--- src/rtl/fifo_pkg.sv ---
// fifo_pkg
//   Shared sizing helpers for the fifo read-side adapters and fifo_ctrl wrappers.
//   - clog2()      : ceiling log2 usable in constant expressions
//   - buf_depth()  : local skid-queue depth needed to sustain one beat per cycle
//                    across a memory read latency
//   - data_width() : byte count to bit width
package fifo_pkg;

    localparam int MIN_RD_LATENCY = 1;
    localparam int MAX_RD_LATENCY = 4;

    function automatic int clog2(input int value);
        int result;
        result = 0;
        while ((1 << result) < value) begin
            result++;
        end
        return result;
    endfunction

    // One slot per read in flight, one for the beat on the bus and one for the
    // beat that lands in the same cycle. This keeps rd_en free of any
    // combinational dependency on tready.
    function automatic int buf_depth(input int rd_latency);
        return rd_latency + 2;
    endfunction

    function automatic int data_width(input int byte_width);
        return byte_width * 8;
    endfunction

endpackage

--- src/rtl/fifo_skid_queue.sv ---
// fifo_skid_queue
//   Small in-order register queue of DEPTH entries, each {last, data}.
//   Push and pop may happen in the same cycle. The caller guarantees that it
//   never pushes when full and never pops when empty.
// Ports
//   clk, srst        clock and synchronous active-high reset
//   push_i           write push_data_i/push_last_i at the tail
//   pop_i            drop the head entry
//   head_data_o      data of the head entry (stable until popped)
//   head_last_o      last flag of the head entry
//   occupancy_o      number of valid entries (0..DEPTH)
module fifo_skid_queue
    import fifo_pkg::*;
#(
    parameter int DW    = 8,
    parameter int DEPTH = 3,
    localparam int OW   = clog2(DEPTH + 1)
) (
    input  logic          clk,
    input  logic          srst,
    input  logic          push_i,
    input  logic [DW-1:0] push_data_i,
    input  logic          push_last_i,
    input  logic          pop_i,
    output logic [DW-1:0] head_data_o,
    output logic          head_last_o,
    output logic [OW-1:0] occupancy_o
);

    localparam int PW = clog2(DEPTH);
    localparam logic [PW-1:0] LAST_SLOT = PW'(DEPTH - 1);

    logic [DW:0]   slot_q [DEPTH];
    logic [PW-1:0] wr_ptr_q, wr_ptr_d;
    logic [PW-1:0] rd_ptr_q, rd_ptr_d;
    logic [OW-1:0] occ_q, occ_d;

    // DEPTH is usually not a power of two, so pointers wrap explicitly.
    function automatic logic [PW-1:0] ptr_inc(input logic [PW-1:0] ptr);
        return (ptr == LAST_SLOT) ? '0 : ptr + 1'b1;
    endfunction

    always_comb begin
        wr_ptr_d = push_i ? ptr_inc(wr_ptr_q) : wr_ptr_q;
        rd_ptr_d = pop_i  ? ptr_inc(rd_ptr_q) : rd_ptr_q;
        occ_d    = occ_q + OW'(push_i) - OW'(pop_i);
    end

    always_ff @(posedge clk) begin
        if (srst) begin
            for (int i = 0; i < DEPTH; i++) begin
                slot_q[i] <= '0;
            end
            wr_ptr_q <= '0;
            rd_ptr_q <= '0;
            occ_q    <= '0;
        end else begin
            if (push_i) begin
                slot_q[wr_ptr_q] <= {push_last_i, push_data_i};
            end
            wr_ptr_q <= wr_ptr_d;
            rd_ptr_q <= rd_ptr_d;
            occ_q    <= occ_d;
        end
    end

    assign {head_last_o, head_data_o} = slot_q[rd_ptr_q];
    assign occupancy_o = occ_q;

endmodule

--- src/rtl/fifo_rd_axis.sv ---
// fifo_rd_axis
//   Read-side adapter from a standard-mode (non-FWFT) fifo_ctrl + memory to an
//   AXI-Stream master. Issues rd_en on credit, tracks reads through the fixed
//   memory latency, and buffers returned words in a small skid queue.
//   Optional fixed-length framing tags tlast when a word is captured.
// Ports
//   rd_clk, rd_rst     clock and synchronous active-high reset
//   rd_en              read request to fifo_ctrl
//   rd_empty           fifo_ctrl registered empty flag
//   rd_mem_en          fifo_ctrl memory enable (rd_en that really popped)
//   rd_data            memory data, valid RD_LATENCY cycles after rd_en
//   m_axis_*           AXI-Stream master (tdata, tvalid, tready, tlast)
//   beat_count         beats captured in the current packet
module fifo_rd_axis
    import fifo_pkg::*;
#(
    parameter int BYTE_WIDTH    = 1,
    parameter int RD_LATENCY    = 1,
    parameter int PKT_LEN       = 0,
    parameter int PKT_CNT_WIDTH = 16
) (
    input  logic                               rd_clk,
    input  logic                               rd_rst,
    output logic                               rd_en,
    input  logic                               rd_empty,
    input  logic                               rd_mem_en,
    input  logic [data_width(BYTE_WIDTH)-1:0]  rd_data,
    output logic [data_width(BYTE_WIDTH)-1:0]  m_axis_tdata,
    output logic                               m_axis_tvalid,
    input  logic                               m_axis_tready,
    output logic                               m_axis_tlast,
    output logic [PKT_CNT_WIDTH-1:0]           beat_count
);

    localparam int DW        = data_width(BYTE_WIDTH);
    localparam int BUF_DEPTH = buf_depth(RD_LATENCY);
    localparam int CW        = clog2(BUF_DEPTH + 1);
    localparam logic [CW-1:0] CREDIT_MAX = CW'(BUF_DEPTH);
    localparam bit FRAMED = (PKT_LEN > 0);
    localparam logic [PKT_CNT_WIDTH-1:0] LAST_BEAT =
        FRAMED ? PKT_CNT_WIDTH'(PKT_LEN - 1) : '0;

    // credit_q = queue occupancy + reads still travelling through the memory.
    logic [CW-1:0]            credit_q, credit_d;
    // issued_q marks every rd_en; real_q marks the ones that truly popped.
    logic [RD_LATENCY-1:0]    issued_q, issued_d;
    logic [RD_LATENCY-1:0]    real_q, real_d;
    logic [PKT_CNT_WIDTH-1:0] beat_q, beat_d;
    logic [CW-1:0]            occupancy;
    logic                     push, phantom, pop, tag_last;

    // rd_empty is registered in fifo_ctrl and credit_q is local state, so
    // there is no path from tready to rd_en.
    assign rd_en = !rd_empty && (credit_q < CREDIT_MAX) && !rd_rst;

    always_comb begin
        issued_d = (issued_q << 1) | RD_LATENCY'(rd_en);
        real_d   = (real_q << 1)   | RD_LATENCY'(rd_en & rd_mem_en);

        push     = real_q[RD_LATENCY-1];
        // A read issued during the empty-flag lag returns nothing; it only
        // has to give its credit back.
        phantom  = issued_q[RD_LATENCY-1] & ~real_q[RD_LATENCY-1];
        pop      = m_axis_tvalid & m_axis_tready;

        credit_d = credit_q + CW'(rd_en) - CW'(pop) - CW'(phantom);

        tag_last = FRAMED && (beat_q == LAST_BEAT);
        beat_d   = beat_q;
        if (FRAMED && push) begin
            beat_d = tag_last ? '0 : beat_q + 1'b1;
        end
    end

    always_ff @(posedge rd_clk) begin
        if (rd_rst) begin
            credit_q <= '0;
            issued_q <= '0;
            real_q   <= '0;
            beat_q   <= '0;
        end else begin
            credit_q <= credit_d;
            issued_q <= issued_d;
            real_q   <= real_d;
            beat_q   <= beat_d;
        end
    end

    fifo_skid_queue #(
        .DW    (DW),
        .DEPTH (BUF_DEPTH)
    ) u_queue (
        .clk         (rd_clk),
        .srst        (rd_rst),
        .push_i      (push),
        .push_data_i (rd_data),
        .push_last_i (tag_last),
        .pop_i       (pop),
        .head_data_o (m_axis_tdata),
        .head_last_o (m_axis_tlast),
        .occupancy_o (occupancy)
    );

    assign m_axis_tvalid = (occupancy != '0);
    assign beat_count    = beat_q;

endmodule

--- config.mk ---
export PLATFORM = sky130hd
export DESIGN_NAME = fifo_rd_axis
export DESIGN_NICKNAME = d
export VERILOG_FILES = /design/src/rtl/fifo_pkg.sv /design/src/rtl/fifo_skid_queue.sv /design/src/rtl/fifo_rd_axis.sv
export SDC_FILE = /design/constraint.sdc
export NUM_CORES = 1
export LEC_CHECK = 0
export CAP_MARGIN = 15
export CELL_PAD_IN_SITES_DETAIL_PLACEMENT = 1
export CELL_PAD_IN_SITES_GLOBAL_PLACEMENT = 1
export CORE_MARGIN = 8
export CORE_UTILIZATION = 46
export CTS_BUF_LIST = sky130_fd_sc_hd__clkbuf_8
export DETAILED_ROUTE_END_ITERATION = 8
export PLACE_DENSITY_LB_ADDON = 0.1
export SKIP_CTS_REPAIR_TIMING = 1
export SYNTH_ARGS = -nofsm -noshare
export SYNTH_HDL_FRONTEND = slang
export SYNTH_SLANG_ARGS = --single-unit
--- constraint.sdc ---
create_clock -name rd_clk -period 2.65 [get_ports rd_clk]
set_input_delay 0.53 -clock rd_clk [delete_from_list [all_inputs] [get_ports rd_clk]]
set_output_delay 0.53 -clock rd_clk [all_outputs]
set_load 0.01 [all_outputs]
=== Word level (Yosys, flattened, before mapping) ===
Memories as Yosys holds them, arrays and structs flattened. A register that Yosys moved wholly into a read port is not among the register bits.
Index checks and enable logic that the tools add are counted.

* RAM bits: 24
* Word-level logic and storage cells: 39
* Output and inout port bits: 27
* Bits in latches: 0
* Bits in registers: 10
* Memories kept: 1
* Memory bits (read-only): 0

* Bitwise gates (word level): 4
* Equal/unequal tests: 2
* Divide/modulo/power cells: 0
* Order comparisons: 1
* Reduce and logical (&&, ||, !) cells: 6
* Add/subtract/negate cells: 7
* Shift-type cells: 0
* $mul: 0
* Muxes and demuxes: 12

{| class="wikitable"
|+ Memory list
! memory !! depth !! width !! rd ports !! clocked after memory_dff !! write ports !! line !! text
|-
| u_queue.slot_q || 3 || 8 || 1 || 1 || 3 || fifo_skid_queue.sv:33 || <nowiki>logic [DW:0] slot_q [DEPTH];</nowiki>
|}

{| class="wikitable"
|+ Operators with widths
! kind !! number
|-
| two-way mux 2 bit || 5
|-
| two-way mux 8 bit || 1
|-
| OR reduction 8 bit || 1
|-
| two-way mux 1 bit || 6
|-
| subtractor 2 x 1 -> 2 bit || 3
|-
| adder 2 x 1 -> 2 bit || 2
|-
| adder 2 x 1 -> 2 bit (second input constant) || 2
|-
| equality test 2 bit (second input constant) || 2
|-
| AND 1 bit || 3
|-
| logical AND 1 bit || 2
|-
| zero test 1 bit || 2
|-
| < comparator 2 bit (second input constant) || 1
|-
| nonzero test 2 bit || 1
|-
| inverter 1 bit || 1
|}

=== Logic depth before layout (Yosys ltp) ===
Gate-level depths: netlist of the first run.

* Depth in word-level cells: 6
* Mapped depth: 7

=== By module ===
Synthesis of the first run repeated with hierarchy kept, for this count alone.

* Cell total of the unflattened synthesis: 143
* Area total of the unflattened synthesis: 2183.3 um^2

{| class="wikitable"
|+ By module, submodules not included
! module !! cells an instance !! seq. area each (um^2) !! area an instance (um^2) !! instances
|-
| fifo_skid_queue || 110 || 1241.2 || 1864.3 || 1
|-
| fifo_rd_axis || 33 || 80.1 || 319.1 || 1
|}

=== Least setup slack after synthesis of the first run ===
OpenSTA, ideal clock, no wires.

* Kind: input to register
* Start: input rd_rst
* End: register credit_q[1]
* Cell stages on the path: 7
* Path slack: 408 ps
* Arrival: 2168 ps
* Data required time: 2576 ps
* Cell sequence: buf_4 a211oi_1 ha_1 ha_1 xor2_1 a2111o_1 o21ai_0

* Word-level cells in the longest chain between the ends: 5

{| class="wikitable"
|+ RTL lines
! what !! line !! text
|-
| from (decl) || fifo_rd_axis.sv:23 || <nowiki>input logic rd_rst,</nowiki>
|-
| zero test 1 bit || fifo_rd_axis.sv:54 || <nowiki>assign rd_en = !rd_empty && (credit_q < CREDIT_MAX) && !rd_rst;</nowiki>
|-
| logical AND 1 bit || fifo_rd_axis.sv:54 ||
|-
| net rd_en || fifo_rd_axis.sv:24 || <nowiki>output logic rd_en,</nowiki>
|-
| adder 2 x 1 -> 2 bit || fifo_rd_axis.sv:66 || <nowiki>credit_d = credit_q + CW'(rd_en) - CW'(pop) - CW'(phantom);</nowiki>
|-
| subtractor 2 x 1 -> 2 bit (2 in a row) || fifo_rd_axis.sv:66 ||
|-
| to (signal assigned) || fifo_rd_axis.sv:82 || <nowiki>credit_q <= credit_d;</nowiki>
|-
| to (decl) || fifo_rd_axis.sv:44 || <nowiki>logic [CW-1:0] credit_q, credit_d;</nowiki>
|}

The timed path passes the listed nets, and every way through them passes these cells.
A chain may end at the register's enable or synchronous reset.

=== Worst setup path in the final report of the first run ===
* Start: input rd_empty
* End: output rd_en

* Word-level cells in the longest chain between the ends: 3

{| class="wikitable"
|+ RTL lines
! what !! line !! text
|-
| from (decl) || fifo_rd_axis.sv:25 || <nowiki>input logic rd_empty,</nowiki>
|-
| zero test 1 bit || fifo_rd_axis.sv:54 ||
|-
| logical AND 1 bit (2 in a row) || fifo_rd_axis.sv:54 ||
|-
| to (decl) || fifo_rd_axis.sv:24 ||
|}

No other way between the ends.

==> results.py, run 1 <==
metrics = {
    "cts": {
        "root_buffer": "clkbuf_8",
        "cts_tree": "yes",
        "insertion_delay_ps": 290,
        "clkTransAtPathRegs_ps": 80,
        "clock-sinks": 44,
        "cts_buffers": 5,
        "cts-htree-levels": 2,
        "clk_path_buf_depth": 2,
    },
    "worst_setup_path": {
        "critical_path_arrival_ps": 1960,
        "cpMostUsedCell": "clkdlybuf4s50_1",
        "critPathBufInv": 2,
        "critPathMaxStageDelay_ps": 620,
        "cp-end-kind": "output port",
        "worstPathCellList": "clkdlybuf4s50_1 > a211oi_1 > clkdlybuf4s50_1",
        "crit_family": "buffers and inverters",
        "path_class": "in -> out",
        "cp_max_fo": 3,
        "startpoint_type": "input pin",
        "cp_data_required_time_ps": 2120,
        "crit_slowest_cell": "clkdlybuf4s50_1",
    },
    "timing": {
        "finalSetupTns_ps": 0,
        "hold_violations": 0,
        "finalCritPeriodShare": 0.9403,
        "report.final.slew_viol_count": 0,
        "holdWs_ps": 493.5,
        "finalSetupViolCount": 0,
        "rsz0062_at_grt": "false",
        "max_freq_mhz": 401.3,
        "skew_ps": 5.602,
        "period_needed_ps": 2492,
    },
    "final_layout": {
        "final_common_cell": "edfxtp_1",
        "layout-drive-gt1-share": 0.1591,
        "post-route-cell-area_um2": 2352,
        "multi_input_area_um2": 726.9,
        "regArea_um2": 1201,
        "diodes": 0,
        "fillerInstances": 431,
        "nets": 191,
        "utilization": 0.5478,
        "final_cells": 228,
        "area_growth_pct": 16.05,
        "layout_common_cells": "32 x edfxtp_1, 25 x and2_1, 22 x clkdlybuf4s50_1",
    },
    "power": {
        "p_per_area_nw_per_um2": 559.4,
        "leakagePower_uw": 0.0008782,
        "ir_drop_mv": 0.2652,
    },
    "drt": {
        "vias": 1142,
        "dr.pass1.iters": 4,
        "routedWlPerCell_um": 18.19,
        "dr.first_iter.drc_count": 65,
        "routed_wl_mm": 4.148,
        "antenna_left": 0,
        "vias_per_cell": 5.009,
        "drc": 0,
    },
    "outcome": {
        "outcome": "complete, no violations",
    },
    "logic_synthesis": {
        "netlist_area_um2": 2027,
        "seq_area_frac_synth": 0.5926,
        "synthXorXnorAreaFrac": 0.008642,
        "synth_cell_types": 32,
        "synth.area.mux_share": 0.09383,
        "synth-simple-area-share": 0.1667,
        "syn_inst": 145,
        "synthAdderAreaFrac": 0.01852,
        "synth_top_family_by_area": "simple AND/OR/NAND/NOR gates",
        "postSynthAreaPerCell_um2": 13.98,
        "ys_warn_count": 0,
        "synth_compound_area_frac": 0.03951,
        "ys_ff_latch": 44,
    },
    "placed_design": {
        "dpl.cell_count": 220,
        "dpl_cell_area_um2": 2270,
        "numPortBuffers": 22,
        "dp_hpwl_mm": 3.070,
        "gp_congestion": 0.7142,
    },
    "global_route": {
        "grt-ovfl-total": 0,
        "track_usage": 0.1317,
        "grt_pass1_wl_mm": 6.548,
        "grt_antenna_before_repair": 0,
        "first_global_vias": 1379,
        "grt_max_degree": 20,
    },
    "floorplan": {
        "coreArea_um2": 4294,
        "io_pins": 40,
        "initial_utilization": 0.4720,
        "rows": 24,
        "die-area_um2": 6786,
        "dieWidth_um": 82.38,
        "die_y_um": 82.38,
    },
    "hold_path": {
        "min_path_type": "reg -> reg",
    },
    "job": {
        "maxCapViolations": 0,
    },
}
final cells by class:
class	instances	share of cell area
Inverter	3	0.004787
Multi-Input combinational cell	93	0.3090
Clock buffer	5	0.02926
Clock inverter	3	0.005851
Sequential cell	44	0.5106
Timing Repair Buffer	28	0.1128
Tap cell	52	0.02766
cells in the mapped netlist:
| master | count | area share |
|---|---|---|
| a21oi_1 | 6 | 0.015 |
| buf_2 | 1 | 0.0025 |
| o21ai_0 | 3 | 0.0074 |
| and4bb_4 | 1 | 0.0080 |
| buf_4 | 18 | 0.067 |
| and2_1 | 25 | 0.077 |
| edfxtp_1 | 32 | 0.47 |
| and4b_1 | 1 | 0.0049 |
| ha_1 | 3 | 0.019 |
| a2111o_1 | 1 | 0.0056 |
| or2_1 | 1 | 0.0031 |
| xor2_1 | 2 | 0.0086 |
| nor2b_1 | 4 | 0.012 |
| inv_2 | 1 | 0.0019 |
| nand2_1 | 4 | 0.0074 |
| nor4b_4 | 1 | 0.012 |
| nand2b_1 | 2 | 0.0062 |
| inv_1 | 2 | 0.0037 |
| nor2_1 | 3 | 0.0056 |
| or2_2 | 2 | 0.0062 |
| o21ai_2 | 1 | 0.0043 |
| mux2i_1 | 1 | 0.0049 |
| or3_1 | 2 | 0.0062 |
| nor4_4 | 1 | 0.010 |
| dfxtp_1 | 12 | 0.12 |
| nand3b_1 | 1 | 0.0037 |
| clkbuf_1 | 1 | 0.0019 |
| mux4_2 | 8 | 0.089 |
| a211oi_1 | 2 | 0.0074 |
| buf_1 | 1 | 0.0019 |
| conb_1 | 1 | 0.0019 |
| nor3b_1 | 1 | 0.0037 |
per-stage QoR:
| step | power (µW) | setup slack (ps) |
|---|---|---|
| after floorplan | 883.6 | 408.0 |
| after global placement | 925.4 | 169.7 |
| after detailed placement | 934.1 | 101.4 |
| after CTS | 1331 | 135.1 |
| after global routing | 1370 | 26.61 |
| final | 1316 | 158.3 |
registers in the layout (all words and copies together) (netlist names), named ones only:
signal / count
u_queue.rd_ptr_q: 2
u_queue.slot_q: 32
push: 1
credit_q: 2
issued_q: 1
u_queue.occupancy_o: 2
u_queue.wr_ptr_q: 2
final timing paths:
path	to	slack [ps]	depth (start not counted)	from
setup / recovery	rd_en	160	3	rd_empty
hold / removal	issued_q$_SDFF_PP0_	490	1	credit_q[0]$_SDFF_PP0_
setup reg to reg	credit_q[1]$_SDFF_PP0_	650	7	push$_SDFF_PP0_
hold reg to reg	issued_q$_SDFF_PP0_	490	1	credit_q[0]$_SDFF_PP0_
power by group:
group | internal [µW] | total (µW) | switching [µW]
registers | 763 | 780 | 16.7
clock network | 179 | 400 | 221
logic | 69.4 | 136 | 67.1
total | 1010 | 1320 | 304
kinds of logic (layout without fill, tap and decap cells):
family	Yosys count	after routing
xor+xnor	2	2
buf+inv	24	39
other cells	1	17
simple gates	49	49
compound gates	13	13
fa+ha+maj	3	3
flops	44	44
mux	9	9
metal layers:
layer | routed length (µm) | share of wire | GRT usage
met1 | 1713 | 0.41 | 0.1431
met3 | 180 | 0.043 | 0.02922
met4 | 22 | 0.0053 | 0.05088
met2 | 2232 | 0.54 | 0.2420
met5 | 0 | 0 | 0
Note: power is estimated with default switching activity, not from simulation.
==> inputs of run 2 (changes only) <==
GPL_ROUTABILITY_DRIVEN = 0   (was unset)
==> results of run 2 <==
Final layout, timing and power as in run 1 (identical DEF).
==> inputs of run 3 (changes only) <==
ABC_AREA = 1   (was unset)
CORE_UTILIZATION = 44   (was 46)
GPL_TIMING_DRIVEN = 0   (was unset)
==> results.py, run 3 <==
metrics = {
    "outcome": {
        "outcome": "complete, no violations",
    },
    "cts": {
        "cts_buffers": 5,
        "insertion_delay_ps": 290,
        "cts-htree-levels": 2,
        "clk_path_buf_depth": 2,
        "clkTransAtPathRegs_ps": 80,
        "root_buffer": "clkbuf_8",
        "clock-sinks": 44,
        "cts_tree": "yes",
    },
    "worst_setup_path": {
        "cp_data_required_time_ps": 2120,
        "r2r_slack_ps": 920,
        "worstRegToRegCells": 11,
        "cp-end-kind": "output port",
        "path_class": "reg -> out",
        "cp_max_fo": 10,
        "critical_path_arrival_ps": 1910,
        "r2r-end": "credit_q[1]$_SDFF_PP0_",
        "startpoint_type": "register",
        "rr_startpoint": "u_queue.occupancy_o[1]$_SDFF_PP0_",
    },
    "global_route": {
        "grt_antenna_before_repair": 0,
        "first_global_vias": 1408,
        "grt-ovfl-total": 0,
        "grt_pass1_wl_mm": 7.038,
        "grt_max_degree": 14,
        "track_usage": 0.1244,
    },
    "job": {
        "maxCapViolations": 0,
    },
    "final_layout": {
        "top_register": "u_queue.slot_q",
        "layout_common_cells": "52 x nor2_1, 32 x edfxtp_1, 26 x inv_1",
        "diodes": 0,
        "final_cells": 299,
        "utilization": 0.5660,
        "layout-drive-gt1-share": 0.1579,
        "largest_reg_flops": 32,
        "post-route-cell-area_um2": 2499,
        "nets": 262,
        "area_growth_pct": 22.37,
        "final_common_cell": "nor2_1",
    },
    "logic_synthesis": {
        "synth_top_cell_by_area": "edfxtp_1",
        "synth_top_area_share": 0.4706,
        "async_flop_share": 0,
        "yosysMostFrequentCell": "nor2_1",
        "synth_top_flop_cell": "edfxtp_1",
        "syn_inst": 201,
        "seq_area_frac_synth": 0.5882,
        "ys_warn_count": 0,
        "ys_top_cells_by_area": "edfxtp_1 47%, dfxtp_1 12%, nor2_1 9.6%, buf_4 6.3%, inv_1 4.6%",
        "synth_edf_count": 32,
        "ys_ff_latch": 44,
        "netlist_area_um2": 2042,
        "synth_cell_types": 21,
        "netlist_top_cells_count": "52 x nor2_1, 32 x edfxtp_1, 25 x inv_1",
        "postSynthAreaPerCell_um2": 10.16,
    },
    "timing": {
        "worst_pin_slew_ps": 561.9,
        "rsz0062_at_grt": "false",
        "finalSetupViolCount": 0,
        "skew_ps": 3.903,
        "holdWs_ps": 448.4,
        "hold_violations": 0,
        "report.final.slew_viol_count": 0,
        "max_freq_mhz": 409.7,
        "finalCritPeriodShare": 0.9211,
        "period_needed_ps": 2441,
        "relSlewSlack": 0.6222,
    },
    "drt": {
        "routedWlPerCell_um": 14.54,
        "drt-met1-wl_mm": 2.022,
        "vias_per_cell": 4.763,
        "antenna_left": 0,
        "dr.pass1.iters": 4,
        "vias": 1424,
        "wl_met3_um": 252,
        "met2WireLength_mm": 2.021,
        "drc": 0,
        "dr.first_iter.drc_count": 68,
        "routed_wl_mm": 4.346,
        "top_layer": "met4",
    },
    "hold_path": {
        "holdCritStartpoint": "rd_rst",
        "min_to": "credit_q[0]$_SDFF_PP0_",
        "min_path_type": "in -> reg",
        "holdPathStages": 2,
    },
    "placed_design": {
        "numPortBuffers": 21,
        "dp_hpwl_mm": 3.124,
        "dpl_cell_area_um2": 2391,
        "dpl.cell_count": 291,
    },
    "floorplan": {
        "die_y_um": 84.13,
        "io_pins": 40,
        "rows": 24,
        "dieWidth_um": 84.13,
        "coreArea_um2": 4414,
        "die-area_um2": 7077,
        "initial_utilization": 0.4626,
    },
    "power": {
        "ir_drop_mv": 0.3936,
        "p_per_area_nw_per_um2": 594.8,
        "leakagePower_uw": 0.001090,
    },
}
[run 3: power breakdown]
| part | switching (µW) | internal [µW] |
|---|---|---|
| combinational | 106 | 95.4 |
| clock | 226 | 276 |
| sequential | 17.7 | 766 |
[run 3: critical path: stages (launching register included)]
cell and delay [ps]:
dfxtp_1 410, inv_2 170, buf_6 180, nor2_1 50, o22ai_1 220, clkdlybuf4s50_1 580
[run 3: layout make-up]
| cell class | instances | area, µm² |
|---|---|---|
| plain buffers | 20 | 161.4 |
| clock buffers | 5 | 68.82 |
| clock inverters | 3 | 38.79 |
| fillers | 507 | 1916 |
| inverters | 27 | 101.3 |
| multi-input cells | 126 | 644.4 |
| flip-flops and latches | 44 | 1201 |
| well taps | 52 | 65.06 |
| repair buffers | 22 | 217.7 |
[run 3: layer usage]
| layer | up-vias | track usage |
|---|---|---|
| met1 | 660 | 0.1538 |
| li1 | 724 | - |
| met5 | - | 0 |
| met2 | 35 | 0.1950 |
| met4 | 0 | 0.03768 |
| met3 | 5 | 0.04785 |
[run 3: worst max path at each step]
stage | from | end | cells past startpoint
after floorplan | rd_rst | u_queue.slot_q[3][0]$_DFFE_PP_ | 2
after global placement | rd_rst | u_queue.slot_q[3][0]$_DFFE_PP_ | 2
after detailed placement | m_axis_tready | credit_q[1]$_SDFF_PP0_ | 12
after CTS | register | m_axis_tdata[4] | 5
after global routing | register | m_axis_tdata[4] | 5
final | register | m_axis_tdata[4] | 5
[run 3: kinds of logic after synthesis]
kind of cell,share of synthesized area
and+or+nand+nor,0.1605
buffers and inverters,0.1287
DFF,0.5882
AOI/OAI and AO/OA,0.09804
adders and majority gates,0.01838
xor gates and xnor gates,0.004290
other,0.001836
[run 3: through the flow]
step / setup slack (ps) / TNS, ps / total power [µW]
after CTS: 163.8 / 0 / 1498
after global routing: 101.2 / 0 / 1555
final: 209.0 / 0 / 1486
after detailed placement: 244.7 / 0 / 1000
after floorplan: 673.0 / 0 / 919.7
after global placement: -202.0 / -1611 / 996.6
